<file path="src/rtl/pkg_link.sv">
// Shared link-level types for the FanOut element: forward/back-prop tokens,
// the branch demux state encoding and the branch skid depth.
// No logic; types and constants only.
package pkg_link;

  // Forward token: valid, message-open marker, message-close marker, payload.
  typedef struct packed {
    logic        v;
    logic        a;
    logic        r;
    logic [31:0] d;
  } FTk_t;

  // Back-prop token: n = stall (not ready), t = terminate request.
  typedef struct packed {
    logic n;
    logic t;
  } BTk_t;

  typedef enum logic [1:0] {
    IDLE  = 2'd0,
    ROUTE = 2'd1,
    DROP  = 2'd2
  } branch_state_t;

  localparam int DEPTH_BRANCH_SKID = 2;

endpackage

</file>
<file path="src/rtl/fanout_branch_skid.sv">
// Purpose: 2-entry skid buffer for one FanOut output branch, registered head.
// Latency: a push at edge N is visible on head_o during cycle N+1 (if buffer was empty).
// Backpressure: pops when head valid and stall_i low; full_o tells the producer to hold off.
module fanout_branch_skid
  import pkg_link::*;
(
  input  logic clock_i,
  input  logic reset_ni,
  input  logic push_i,
  input  FTk_t push_dat_i,
  input  logic stall_i,
  output FTk_t head_o,
  output logic full_o
);

  localparam int CntW = $clog2(DEPTH_BRANCH_SKID + 1);
  localparam logic [CntW-1:0] CntFull = CntW'(DEPTH_BRANCH_SKID);
  localparam logic [CntW-1:0] CntOne  = CntW'(1);

  FTk_t            head_q, head_d;
  FTk_t            tail_q, tail_d;
  logic [CntW-1:0] cnt_q, cnt_d;
  logic            pop;

  // Head is always either the oldest token or all-zero, so head_o.v doubles
  // as the "occupancy != 0" flag without extra muxing on the output.
  assign pop    = (cnt_q != '0) && !stall_i;
  assign full_o = (cnt_q == CntFull);
  assign head_o = head_q;

  // Next-state for head/tail/count from the push/pop combination.
  always_comb begin
    head_d = head_q;
    tail_d = tail_q;
    cnt_d  = cnt_q;
    case ({push_i, pop})
      2'b10: begin
        if (cnt_q == '0) head_d = push_dat_i;
        else             tail_d = push_dat_i;
        cnt_d = cnt_q + CntOne;
      end
      2'b01: begin
        head_d = (cnt_q == CntFull) ? tail_q : '0;
        tail_d = '0;
        cnt_d  = cnt_q - CntOne;
      end
      2'b11: begin
        // Simultaneous push and pop: occupancy unchanged, queue shifts.
        if (cnt_q == CntFull) begin
          head_d = tail_q;
          tail_d = push_dat_i;
        end else begin
          head_d = push_dat_i;
        end
      end
      default: ;
    endcase
  end

  // Buffer storage with synchronous active-low clear.
  always_ff @(posedge clock_i) begin
    if (!reset_ni) begin
      head_q <= '0;
      tail_q <= '0;
      cnt_q  <= '0;
    end else begin
      head_q <= head_d;
      tail_q <= tail_d;
      cnt_q  <= cnt_d;
    end
  end

endmodule

</file>
<file path="src/rtl/fanout_branch_demux.sv">
// Purpose: steer FanOut messages to branch 0, branch 1 or both (FANOUT_BRANCH_BCAST_EN), or drop them.
// Latency: one cycle from accepted input token to O_FTk0/O_FTk1; O_Drop one cycle after a dropped open.
// Backpressure: O_BTk.n is combinational from selected skid fullness; no same-cycle path from I_BTkX.n.
module fanout_branch_demux
  import pkg_link::*;
#(
  parameter int WIDTH_DATA = 32,
  parameter int ExtdConfig = 0
) (
  input  logic                  clock,
  input  logic                  reset,
  input  FTk_t                  I_FTk,
  output BTk_t                  O_BTk,
  input  logic [WIDTH_DATA-1:0] I_Grt,
  output FTk_t                  O_FTk0,
  output FTk_t                  O_FTk1,
  input  BTk_t                  I_BTk0,
  input  BTk_t                  I_BTk1,
  output logic                  O_Drop
);

  branch_state_t state_q, state_d;
  logic [1:0]    sel_q, sel_d;
  logic          drop_q, drop_d;

  logic [1:0] grt_sel;
  logic [1:0] sel_cur;
  logic       full0, full1;
  logic       push0, push1;
  logic       bp_n;
  logic       accept;
  logic       unused_cfg;

  // Only the two low grant bits and none of ExtdConfig carry meaning here.
  assign unused_cfg = (^I_Grt[WIDTH_DATA-1:2]) ^ (ExtdConfig != 0);

`ifdef FANOUT_BRANCH_BCAST_EN
  assign grt_sel = I_Grt[1:0];
`else
  // Without broadcast, a both-paths grant folds onto path 0.
  assign grt_sel = (I_Grt[1:0] == 2'b11) ? 2'b01 : I_Grt[1:0];
`endif

  // In IDLE the live grant decides which skids gate acceptance; afterwards the latched Sel.
  assign sel_cur = (state_q == IDLE) ? grt_sel : sel_q;
  assign bp_n    = (state_q != DROP) && ((sel_cur[0] && full0) || (sel_cur[1] && full1));
  assign accept  = I_FTk.v && !bp_n;

  assign O_BTk.n = bp_n;
  assign O_BTk.t = (state_q == ROUTE) && ((sel_q[0] && I_BTk0.t) || (sel_q[1] && I_BTk1.t));
  assign O_Drop  = drop_q;

  // Message FSM: decide routing at open, push into selected skids, return on close.
  always_comb begin
    state_d = state_q;
    sel_d   = sel_q;
    drop_d  = 1'b0;
    push0   = 1'b0;
    push1   = 1'b0;
    case (state_q)
      IDLE: begin
        // Tokens without the open marker arriving in IDLE are consumed silently.
        if (accept && I_FTk.a) begin
          sel_d = grt_sel;
          if (grt_sel == 2'b00) begin
            drop_d = 1'b1;
            if (!I_FTk.r) state_d = DROP;
          end else begin
            push0 = grt_sel[0];
            push1 = grt_sel[1];
            if (!I_FTk.r) state_d = ROUTE;
          end
        end
      end
      ROUTE: begin
        if (accept) begin
          push0 = sel_q[0];
          push1 = sel_q[1];
          if (I_FTk.r) state_d = IDLE;
        end
      end
      DROP: begin
        if (accept && I_FTk.r) state_d = IDLE;
      end
      default: state_d = IDLE;
    endcase
  end

  // FSM state, latched selection and drop pulse registers.
  always_ff @(posedge clock) begin
    if (!reset) begin
      state_q <= IDLE;
      sel_q   <= 2'b00;
      drop_q  <= 1'b0;
    end else begin
      state_q <= state_d;
      sel_q   <= sel_d;
      drop_q  <= drop_d;
    end
  end

  fanout_branch_skid u_skid0 (
    .clock_i    (clock),
    .reset_ni   (reset),
    .push_i     (push0),
    .push_dat_i (I_FTk),
    .stall_i    (I_BTk0.n),
    .head_o     (O_FTk0),
    .full_o     (full0)
  );

  fanout_branch_skid u_skid1 (
    .clock_i    (clock),
    .reset_ni   (reset),
    .push_i     (push1),
    .push_dat_i (I_FTk),
    .stall_i    (I_BTk1.n),
    .head_o     (O_FTk1),
    .full_o     (full1)
  );

endmodule

</file>
<file path="config.mk">
export PLATFORM = sky130hd
export DESIGN_NAME = fanout_branch_demux
export DESIGN_NICKNAME = d
export VERILOG_FILES = /design/src/rtl/pkg_link.sv /design/src/rtl/fanout_branch_skid.sv /design/src/rtl/fanout_branch_demux.sv
export SDC_FILE = /design/constraint.sdc
export NUM_CORES = 1
export LEC_CHECK = 0
export ABC_CLOCK_PERIOD_IN_PS = 5200
export BUFFER_PORTS_ARGS = -buffer_cell sky130_fd_sc_hd__buf_2
export CAP_MARGIN = 25
export CELL_PAD_IN_SITES_DETAIL_PLACEMENT = 1
export CELL_PAD_IN_SITES_GLOBAL_PLACEMENT = 2
export CORE_MARGIN = 2
export CORE_UTILIZATION = 35
export CTS_CLUSTER_DIAMETER = 30
export CTS_CLUSTER_SIZE = 24
export DETAILED_ROUTE_END_ITERATION = 7
export GPL_TIMING_DRIVEN = 0
export PLACE_DENSITY = 0.95
export SYNTH_ARGS = -nofsm -noshare
export SYNTH_HDL_FRONTEND = slang
export SYNTH_SLANG_ARGS = --single-unit
</file>
<file path="constraint.sdc">
create_clock -name clock -period 5.2 [get_ports clock]
set_input_delay 1.3 -clock clock [delete_from_list [all_inputs] [get_ports clock]]
set_output_delay 1.3 -clock clock [all_outputs]
set_load 0.005 [all_outputs]
</file>
### After elaboration in Yosys (flattened, before gate mapping)

Index checks and enable logic that the tools add are counted.

| storage, ports and cells | value |
|---|---|
| bits of input ports | 73 |
| register bits | 149 |
| logic and storage cells | 116 |

| cells by class | value |
|---|---|
| add/sub/neg operators | 4 |
| equality and inequality tests | 23 |
| muxes and demuxes | 35 |
| reductions and logical operators | 33 |

Operators by type and width:

| cell | number |
|---|---|
| case mux 35 bit (3 select lines) | 4 |
| two-way mux 35 bit | 10 |
| two-way mux 2 bit | 9 |
| inequality test 2 bit, second input constant | 9 |
| == test 2 bit, second input constant | 8 |
| logical AND 1 bit | 11 |
| AND reduction 3 bit | 3 |
| zero test 2 bit | 4 |
| case mux 2 bit (2 select lines) | 2 |
| nonzero test 2 bit | 4 |
| two-way mux 1 bit | 7 |
| == test 2 x 1 -> 1 bit, second input constant | 3 |
| inequality test 2 x 1 -> 1 bit, second input constant | 3 |
| case mux 2 bit (3 select lines) | 1 |
| AND reduction 2 bit | 3 |
| nonzero test 3 bit | 2 |
| AND reduction 5 bit | 1 |
| adder 2 x 1 -> 2 bit, second input constant | 2 |
| case mux 1 bit (2 select lines) | 2 |
| subtractor 2 x 1 -> 2 bit, second input constant | 2 |
| zero test 1 bit | 3 |
| logical OR 1 bit | 2 |

### Depth between registers and ports, before layout

Gate-level depths: netlist (run 1).

| depth | value |
|---|---|
| depth after elaboration | 14 |
| gate-level depth with buffers | 12 |

### By module

A second synthesis (run 1) with hierarchy kept.

| unflattened totals | value |
|---|---|
| cell total of the unflattened synthesis | 741 |
| area total of the unflattened synthesis | 7198.2 sq um |

Modules (own cells, without submodules):

| module | times used | cells each | area an instance (sq um) | seq. area each (sq um) |
|---|---|---|---|---|
| fanout_branch_skid at u_skid1 | 1 | 345 | 3397.0 | 1441.4 |
| fanout_branch_skid at u_skid0 | 1 | 345 | 3372.0 | 1441.4 |
| fanout_branch_demux | 1 | 51 | 429.2 | 100.1 |

### Worst setup path before layout (run 1)

Ideal clock, no wire load.

| timing | value |
|---|---|
| kind | input to register |
| start | input port I_Grt[0] |
| end | register u_skid1.head_q (netlist bit u_skid1.head_o[0]) |
| buffers on the path | 3 |
| setup time | 122 ps |
| arrival | 3328 ps |
| setup slack | 1750 ps |
| stages on the path | 12 |
| path through | buf_2 > nor3b_1 > o21ai_0 > and3_1 > inv_1 > ha_1 > clkbuf_1 > nor2_1 > clkbuf_1 > nor3b_1 > o21ai_0 > mux2i_1 |

| between the ends | value |
|---|---|
| word-level cells in the longest chain between the ends | 14 |
| elaborated cells on any way between the ends | 22 |
| those cells by class | 5 x eq/ne; 7 x mux; 10 x reduce/logical |

Ends and longest elaborated chain:

| what | RTL line | text |
|---|---|---|
| start, declared | fanout_branch_demux.sv:14 | `input logic [WIDTH_DATA-1:0] I_Grt,` |
| == test 2 bit | fanout_branch_demux.sv:41 | `assign grt_sel = (I_Grt[1:0] == 2'b11) ? 2'b01 : I_Grt[1:0];` |
| two-way mux 2 bit * | fanout_branch_demux.sv:41 |  |
| two-way mux 2 bit | fanout_branch_demux.sv:45 | `assign sel_cur = (state_q == IDLE) ? grt_sel : sel_q;` |
| logical AND 1 bit | fanout_branch_demux.sv:46 | `assign bp_n = (state_q != DROP) && ((sel_cur[0] && full0) \|\| (sel_cur[1] && full1));` |
| logical OR 1 bit | fanout_branch_demux.sv:46 |  |
| logical AND 1 bit | fanout_branch_demux.sv:46 |  |
| zero test 1 bit | fanout_branch_demux.sv:47 | `assign accept = I_FTk.v && !bp_n;` |
| logical AND 1 bit | fanout_branch_demux.sv:47 |  |
| logical AND 1 bit | fanout_branch_demux.sv:63 | `if (accept && I_FTk.a) begin` |
| two-way mux 1 bit | fanout_branch_demux.sv:63 |  |
| case mux 1 bit (2 select lines) * | fanout_branch_demux.sv:60 | `case (state_q)` |
| == test 2 bit / == test 2 x 1 -> 1 bit (equally long branches) | fanout_branch_skid.sv:36 | `case ({push_i, pop})` |
| inequality test 2 x 1 -> 1 bit (no source line) / nonzero test 3 bit (equally long branches) | -- |  |
| AND reduction 2 bit (no source line) | -- |  |
| end signal, assigned | fanout_branch_skid.sv:63 | `head_q <= '0;` |
| end signal, assigned | fanout_branch_skid.sv:67 | `head_q <= head_d;` |
| end, declared | fanout_branch_skid.sv:20 | `FTk_t head_q, head_d;` |

Mark *: on every way between the ends. The rest lies on a longest branch, timed or not.
A chain may end at the register's enable or synchronous reset.

### Final worst setup path (run 1)

| timing | value |
|---|---|
| start | input port I_Grt[0] |
| end | register u_skid1.head_q (netlist bit u_skid1.head_o[33]) |

Same word-level chain as after synthesis.

==> impl_metrics.tcl, run 1 <==
set metrics [dict create \
    synthesis.instances 919 \
    drv_cap 0 \
    postRouteAntennaNets 0 \
    end_kind "flip-flop" \
    vdd_drop_max_mv 0.201 \
    vias 7342 \
    grt_max_degree 17 \
    finalCritPeriodShare_pct 79.0 \
    r2r_end "u_skid1.head_o[33]" \
    hold_violations 0 \
    antennaDiodeCount 0 \
    cts-root-buf "clkbuf_16" \
    yosys.area_share.simple_pct 22.6 \
    crit_arrival_ns 4.41 \
    viasPerCell 5.46 \
    cts_setup_buffers 0 \
    cellLeakagePower_uw 0.00379 \
    n_fill_cell 2640 \
    cp_max_fo 10 \
    path_depth 12 \
    grt_pass1_wl_um 41300 \
    postSynthAreaPerCell_um2 8.34 \
    cts_resized 0 \
    required_ns 5.50 \
    grt_pass1_vias 7547 \
    syn2layout_area_growth_pct 19.3 \
    yosysWarnings 0 \
    setup-tns-final_ns 0 \
    rows 54 \
    start_util_pct 35.4 \
    synth-main-ff-cell "dfxtp_1" \
    portBuffers 114 \
    reg2reg_depth 12 \
    hold_buffers 0 \
    drive_gt1_share_pct 17.2 \
    synth_seq_area_share_pct 38.9 \
    finalNonFillerCells 1345 \
    timing.fmax_mhz 243 \
    worstHoldPathType "flip-flop to flip-flop" \
    cp_num_buf_inv 4 \
    yosys.area_share.xor_xnor_pct 0.457 \
    power_density_nw_per_um2 347 \
    final_nets 1131 \
    drt-initial-drc-count 496 \
    async_reset_ff_share_pct 0 \
    core_area_um2 21700 \
    drtPass1Iterations 5 \
    synthAdderAreaFrac_pct 0.979 \
    hpwl_um 18000 \
    syn-cell-area_um2 7670 \
    synth_top_family_by_area "simple AND/OR/NAND/NOR gates" \
    gr-usage-all-layers_pct 22.3 \
    totalWireLength_um 25700 \
    fin_util_pct 42.2 \
    critPathKind "input port to flip-flop" \
    yosysUniqueCellTypes 47 \
    path_clk_slew_ns 0.06 \
    synth_edf_count 0 \
    die_y_um 152 \
    critPathMaxStageDelay_ns 0.70 \
    die_area_um2 23100 \
    crit_slowest_cell "nor2_1" \
    grt_antenna_before_repair 0 \
    path_delay_family "simple AND/OR/NAND/NOR gates" \
    cts_buffers 17 \
    multi_input_area_um2 4050 \
    crit_end "u_skid1.head_o[33]" \
    cts.sinks 149 \
    ys_ff_latch 149 \
    place_congestion 0.831 \
    layout_min_cycle_time_ns 4.11 \
    setup_viol 0 \
    ctsLongestPathBuffers 2 \
    rsz0062_at_grt "false" \
    synth_mux_area_share_pct 9.40 \
    power_uw 3180 \
    drc 0 \
    worstReg2RegStart "state_q[0]" \
    status "finished clean" \
    crit_chain "buf_2 -> nor3b_1 -> o21ai_0 -> and3_1 -> inv_1 -> ha_1 -> clkbuf_1 -> nor2_1 -> clkbuf_1 -> nor3b_1 -> o21ai_0 -> mux2i_1" \
    cts_tree "done" \
    crit_path_start_kind "input port" \
    overflow 0 \
    wl_per_cell_um 19.1 \
    syn_nets 998 \
    regArea_um2 2980 \
    relSlewSlack_pct 47.0 \
    fin_hold_ws_ns 0.447 \
    startpoint "I_Grt[0]" \
    finClkSkew_ns 0.0106 \
    h-tree-depth 4 \
    dp.cells 1313 \
    io_pins 146 \
    die_w_um 152 \
    synth_compound_area_share_pct 19.5 \
    drv_slew 0 \
    reg2reg_slack_ns 1.58 \
    tightestPinTransition_ns 0.793 \
    clock_latency_ns 0.43 \
]
## final cells by class
type / count / area share, %
tap: 280 / 3.83
timing repair buffer: 114 / 6.24
sequential: 149 / 32.6
inverter: 42 / 1.72
multi-input combinational: 634 / 44.3
clock buffer: 20 / 4.99
clock inverter: 12 / 1.15
buffer: 94 / 5.20
## flip-flops by register name (all words and copies together), names as in the netlist
name	count
O_Drop	1
sel_q	2
state_q	2
u_skid0.cnt_q	2
u_skid0.head_o	35
u_skid0.tail_q	35
u_skid1.cnt_q	2
u_skid1.head_o	35
u_skid1.tail_q	35
## worst min-delay path by stage
stage | start | end | slack [ns] | depth (start not counted)
6_report | u_skid0.tail_q[28] | u_skid0.tail_q[28] | 0.45 | 2
5_1_grt | u_skid0.tail_q[28] | u_skid0.tail_q[28] | 0.46 | 2
4_1_cts | u_skid0.tail_q[6] | u_skid0.tail_q[6] | 0.45 | 2
3_5_place_dp | u_skid0.tail_q[6] | u_skid0.tail_q[6] | 0.44 | 2
3_3_place_gp | u_skid1.tail_q[30] | u_skid1.tail_q[30] | 0.43 | 2
2_1_floorplan | u_skid0.tail_q[10] | u_skid0.tail_q[10] | 0.43 | 2
## layer usage
| layer | vias up | track usage [%] | wire length (µm) | part of all wire, % |
|---|---|---|---|---|
| li1 | 3491 | - | - | - |
| met2 | 191 | 37.7 | 12300 | 48 |
| met4 | 0 | 7.83 | 561 | 2.2 |
| met3 | 42 | 3.42 | 1060 | 4.1 |
| met5 | - | 0 | 0 | 0 |
| met1 | 3618 | 29.0 | 11800 | 46 |
## cell families (layout without fill, tap and decap cells)
| group | Yosys count | after routing |
|---|---|---|
| flops | 149 | 149 |
| mux | 72 | 72 |
| fa+ha+maj | 6 | 6 |
| compound gates | 234 | 234 |
| xor+xnor | 4 | 4 |
| simple gates | 318 | 318 |
| buf+inv | 136 | 282 |
## where the power goes
group          total, µW  leakage [µW]  switching (µW)  internal [µW]
combinational        690       0.00232             422            268
clock               1200      0.000264             516            682
sequential          1290       0.00121            50.8           1240
total               3180       0.00379             988           2190
## metrics by stage
stage	instance area [µm²]	setup WS, ns
floorplan	7670	1.75
global placement	8590	0.727
detailed placement	8590	0.740
CTS	9150	1.19
global route	9150	0.885
finish	9150	1.09
## cells in the mapped netlist, drive strengths merged, types with 8 or more instances
master | instances | area [µm²]
a21boi | 68 | 510
dfxtp | 149 | 2980
mux2i | 72 | 721
nor3b | 71 | 533
o21a | 8 | 60.1
clkbuf | 63 | 236
inv | 41 | 154
a31oi | 72 | 450
nand2 | 144 | 543
buf | 31 | 239
or3 | 68 | 425
o21ai | 75 | 375
## cell usage in the layout, fill, tap and decap left out, types with 2 or more instances in the layout
cell type	Yosys	layout
a21boi_0	36	36
a21boi_1	32	32
a21oi_1	2	2
a31oi_1	72	72
and2_1	6	6
and3_1	2	2
buf_2	17	131
buf_4	2	2
buf_6	8	8
buf_8	3	3
clkbuf_1	63	64
clkbuf_16	0	17
clkbuf_8	0	2
clkinv_2	0	4
clkinvlp_4	0	5
dfxtp_1	149	149
ha_1	6	6
inv_1	39	39
inv_2	2	2
mux2i_1	72	72
nand2_1	143	143
nand2b_1	2	2
nand3b_1	2	2
nor2_1	5	5
nor2b_1	3	3
nor3_1	6	6
nor3b_1	71	71
o211ai_2	2	2
o21a_1	8	8
o21ai_0	73	73
o21ai_1	2	2
or3_1	68	68
or3b_1	2	2
xnor2_1	4	4
## worst min-delay path: stages, from the launching register on
cell and delay [ns]:
dfxtp_1 0.30, nand2_1 0.05, a21boi_1 0.05
Note: power is estimated with default switching activity, not from simulation.
==> run 2, diff against run 1 <==
--- a/config.mk
+++ b/config.mk
@@ -5,18 +5,18 @@
 export SDC_FILE = /design/constraint.sdc
 export NUM_CORES = 1
 export LEC_CHECK = 0
-export ABC_CLOCK_PERIOD_IN_PS = 5200
+export ABC_CLOCK_PERIOD_IN_PS = 4000
 export BUFFER_PORTS_ARGS = -buffer_cell sky130_fd_sc_hd__buf_2
 export CAP_MARGIN = 25
 export CELL_PAD_IN_SITES_DETAIL_PLACEMENT = 1
 export CELL_PAD_IN_SITES_GLOBAL_PLACEMENT = 2
 export CORE_MARGIN = 2
-export CORE_UTILIZATION = 35
+export CORE_UTILIZATION = 33
 export CTS_CLUSTER_DIAMETER = 30
 export CTS_CLUSTER_SIZE = 24
 export DETAILED_ROUTE_END_ITERATION = 7
 export GPL_TIMING_DRIVEN = 0
-export PLACE_DENSITY = 0.95
+export PLACE_DENSITY = 0.9
 export SYNTH_ARGS = -nofsm -noshare
 export SYNTH_HDL_FRONTEND = slang
 export SYNTH_SLANG_ARGS = --single-unit
==> constraint.sdc (replaced) <==
create_clock -name clock -period 4 [get_ports clock]
set_input_delay 1 -clock clock [delete_from_list [all_inputs] [get_ports clock]]
set_output_delay 1 -clock clock [all_outputs]
set_load 0.005 [all_outputs]
==> run 2 against run 1 <==
Non-clock buffer count unchanged; register-to-register slack worse by 1.1 ns; sequential power grew 30%; via count up 0.18%; worst hold slack improved by 0.0034 ns; global-route usage decreased by 0.11 points; clock power grew 40%; wire length grew 3.0%; sequential cell count unchanged; sequential share of layout area down 0.19 points; cell count rose by 0.37%; clock skew increased by 0.0010 ns.
==> impl_metrics.tcl, run 2 (synthesis gave the netlist of run 1 again) <==
set metrics [dict create \
    rsz0062_at_grt "false" \
    relSlewSlack_pct 50.0 \
    cellLeakagePower_uw 0.00380 \
    core_area_um2 22700 \
    portBuffers 114 \
    cts-root-buf "clkbuf_16" \
    cts_buffers 17 \
    syn2layout_area_growth_pct 20.0 \
    power_uw 4270 \
    drc 0 \
    drv_cap 0 \
    rows 55 \
    viasPerCell 5.45 \
    hold_violations 0 \
    hpwl_um 18200 \
    crit_end "u_skid1.head_o[12]" \
    vias 7355 \
    cp_max_fo 10 \
    path_clk_slew_ns 0.07 \
    setup-tns-final_ns 0 \
    cts_tree "done" \
    antennaDiodeCount 0 \
    clock_latency_ns 0.43 \
    final_nets 1131 \
    fin_util_pct 40.5 \
    start_util_pct 33.8 \
    required_ns 4.31 \
    die_y_um 156 \
    vdd_drop_max_mv 0.201 \
    status "finished clean" \
    finalInstanceArea_um2 9200 \
    cts.sinks 149 \
    finalCritPeriodShare_pct 92.0 \
    drtPass1Iterations 5 \
    cts_setup_buffers 0 \
    final_common_cell "dfxtp_1" \
    reg2reg_depth 12 \
    drive_gt1_share_pct 17.3 \
    end_kind "flip-flop" \
    final_cell_mix "dfxtp_1, nand2_1, buf_2" \
    place_congestion 0.831 \
    totalWireLength_um 26500 \
    grt_antenna_before_repair 0 \
    timing.fmax_mhz 272 \
    internal-power_uw 2950 \
    setup_viol 0 \
    gr-usage-all-layers_pct 22.2 \
    crit_path_start_kind "input port" \
    worstReg2RegStart "state_q[0]" \
    p_clk_share_pct 39.5 \
    ctsLongestPathBuffers 2 \
    layout_min_cycle_time_ns 3.68 \
    p_switching_uw 1320 \
    postRouteAntennaNets 0 \
    critPathKind "input port to flip-flop" \
    finClkSkew_ns 0.0116 \
    drt-initial-drc-count 438 \
    crit_arrival_ns 3.99 \
    reg2reg_slack_ns 0.51 \
    p_comb_share_pct 21.2 \
    power_density_nw_per_um2 464 \
    h-tree-depth 4 \
    wl_per_cell_um 19.6 \
    hold_depth 2 \
    grt_max_degree 17 \
    io_pins 146 \
    grt_pass1_wl_um 42000 \
    switching_share_pct 30.9 \
    power_frac_seq_pct 39.4 \
    die_area_um2 24500 \
    drv_slew 0 \
    startpoint "I_FTk[34]" \
    grt_pass1_vias 7481 \
    tightestPinTransition_ns 0.750 \
    worstHoldPathType "flip-flop to flip-flop" \
    r2r_end "u_skid1.head_o[12]" \
    overflow 0 \
    die_w_um 156 \
    placed_area_um2 8590 \
]
-- run 2: cell types whose count changed in the layout (fill, tap and decap cells not counted), moves of 2 or more --
cell       delta
inv_6         +2
clkbuf_8      -2
clkinv_2      -3
bufinv_16     +2
-- run 2: worst min-delay path by stage --
stage / from / end / slack (ns)
after floorplan: u_skid0.tail_q[10] / u_skid0.tail_q[10] / 0.43
after global placement: u_skid1.tail_q[30] / u_skid1.tail_q[30] / 0.43
after detailed placement: u_skid0.tail_q[9] / u_skid0.tail_q[9] / 0.44
after CTS: u_skid0.tail_q[9] / u_skid0.tail_q[9] / 0.45
after global routing: u_skid0.tail_q[3] / u_skid0.tail_q[3] / 0.47
final: u_skid0.tail_q[24] / u_skid0.tail_q[24] / 0.45
-- run 2: layer usage --
metal  wire, µm  share of wire, %  vias up  GRT usage (%)
li1           -                 -     3473              -
met1      12100                46     3643           29.3
met2      12600                48      198           37.0
met3       1210               4.6       41           3.63
met4        516               1.9        0           7.12
met5          0                 0        -              0
-- run 2: layout make-up --
type | instances | area, µm²
clock inverter | 14 | 176
timing repair buffer | 114 | 571
fill | 2768 | 13500
sequential | 149 | 2980
tap | 285 | 357
multi-input combinational | 634 | 4050
inverter | 42 | 158
buffer | 94 | 475
clock buffer | 18 | 429
-- run 2: stage by stage --
step	cells	hold slack, ns	setup WS, ns
2_1_floorplan	919	0.426	0.850
3_3_place_gp	1318	0.434	-0.199
3_5_place_dp	1318	0.439	-0.259
4_1_cts	1350	0.449	0.173
5_1_grt	1350	0.471	0.110
6_report	1350	0.450	0.320
-- run 2: worst max-delay path: stages --
cell	delay, ns
buf_2	0.14
nand4bb_1	0.29
o21ai_0	0.23
and3_1	0.23
inv_1	0.06
ha_1	0.19
clkbuf_1	0.29
nor2_2	0.50
clkbuf_1	0.51
nor3b_1	0.11
o21ai_0	0.32
mux2i_1	0.12
-- run 2: repair_timing --
action,CTS,global route
hold buffers,0,0
setup endpoints to repair,0,2
hold endpoints to repair,0,0
gates resized for setup,0,1
-- run 2: power groups by stage --
stage | logic, µW | clock network (µW) | registers [µW]
3_3_place_gp | 872 | 0 | 1710
6_report | 903 | 1680 | 1680
3_5_place_dp | 895 | 0 | 1710
4_1_cts | 904 | 1710 | 1680
2_1_floorplan | 577 | 0 | 1700
5_1_grt | 990 | 1760 | 1690
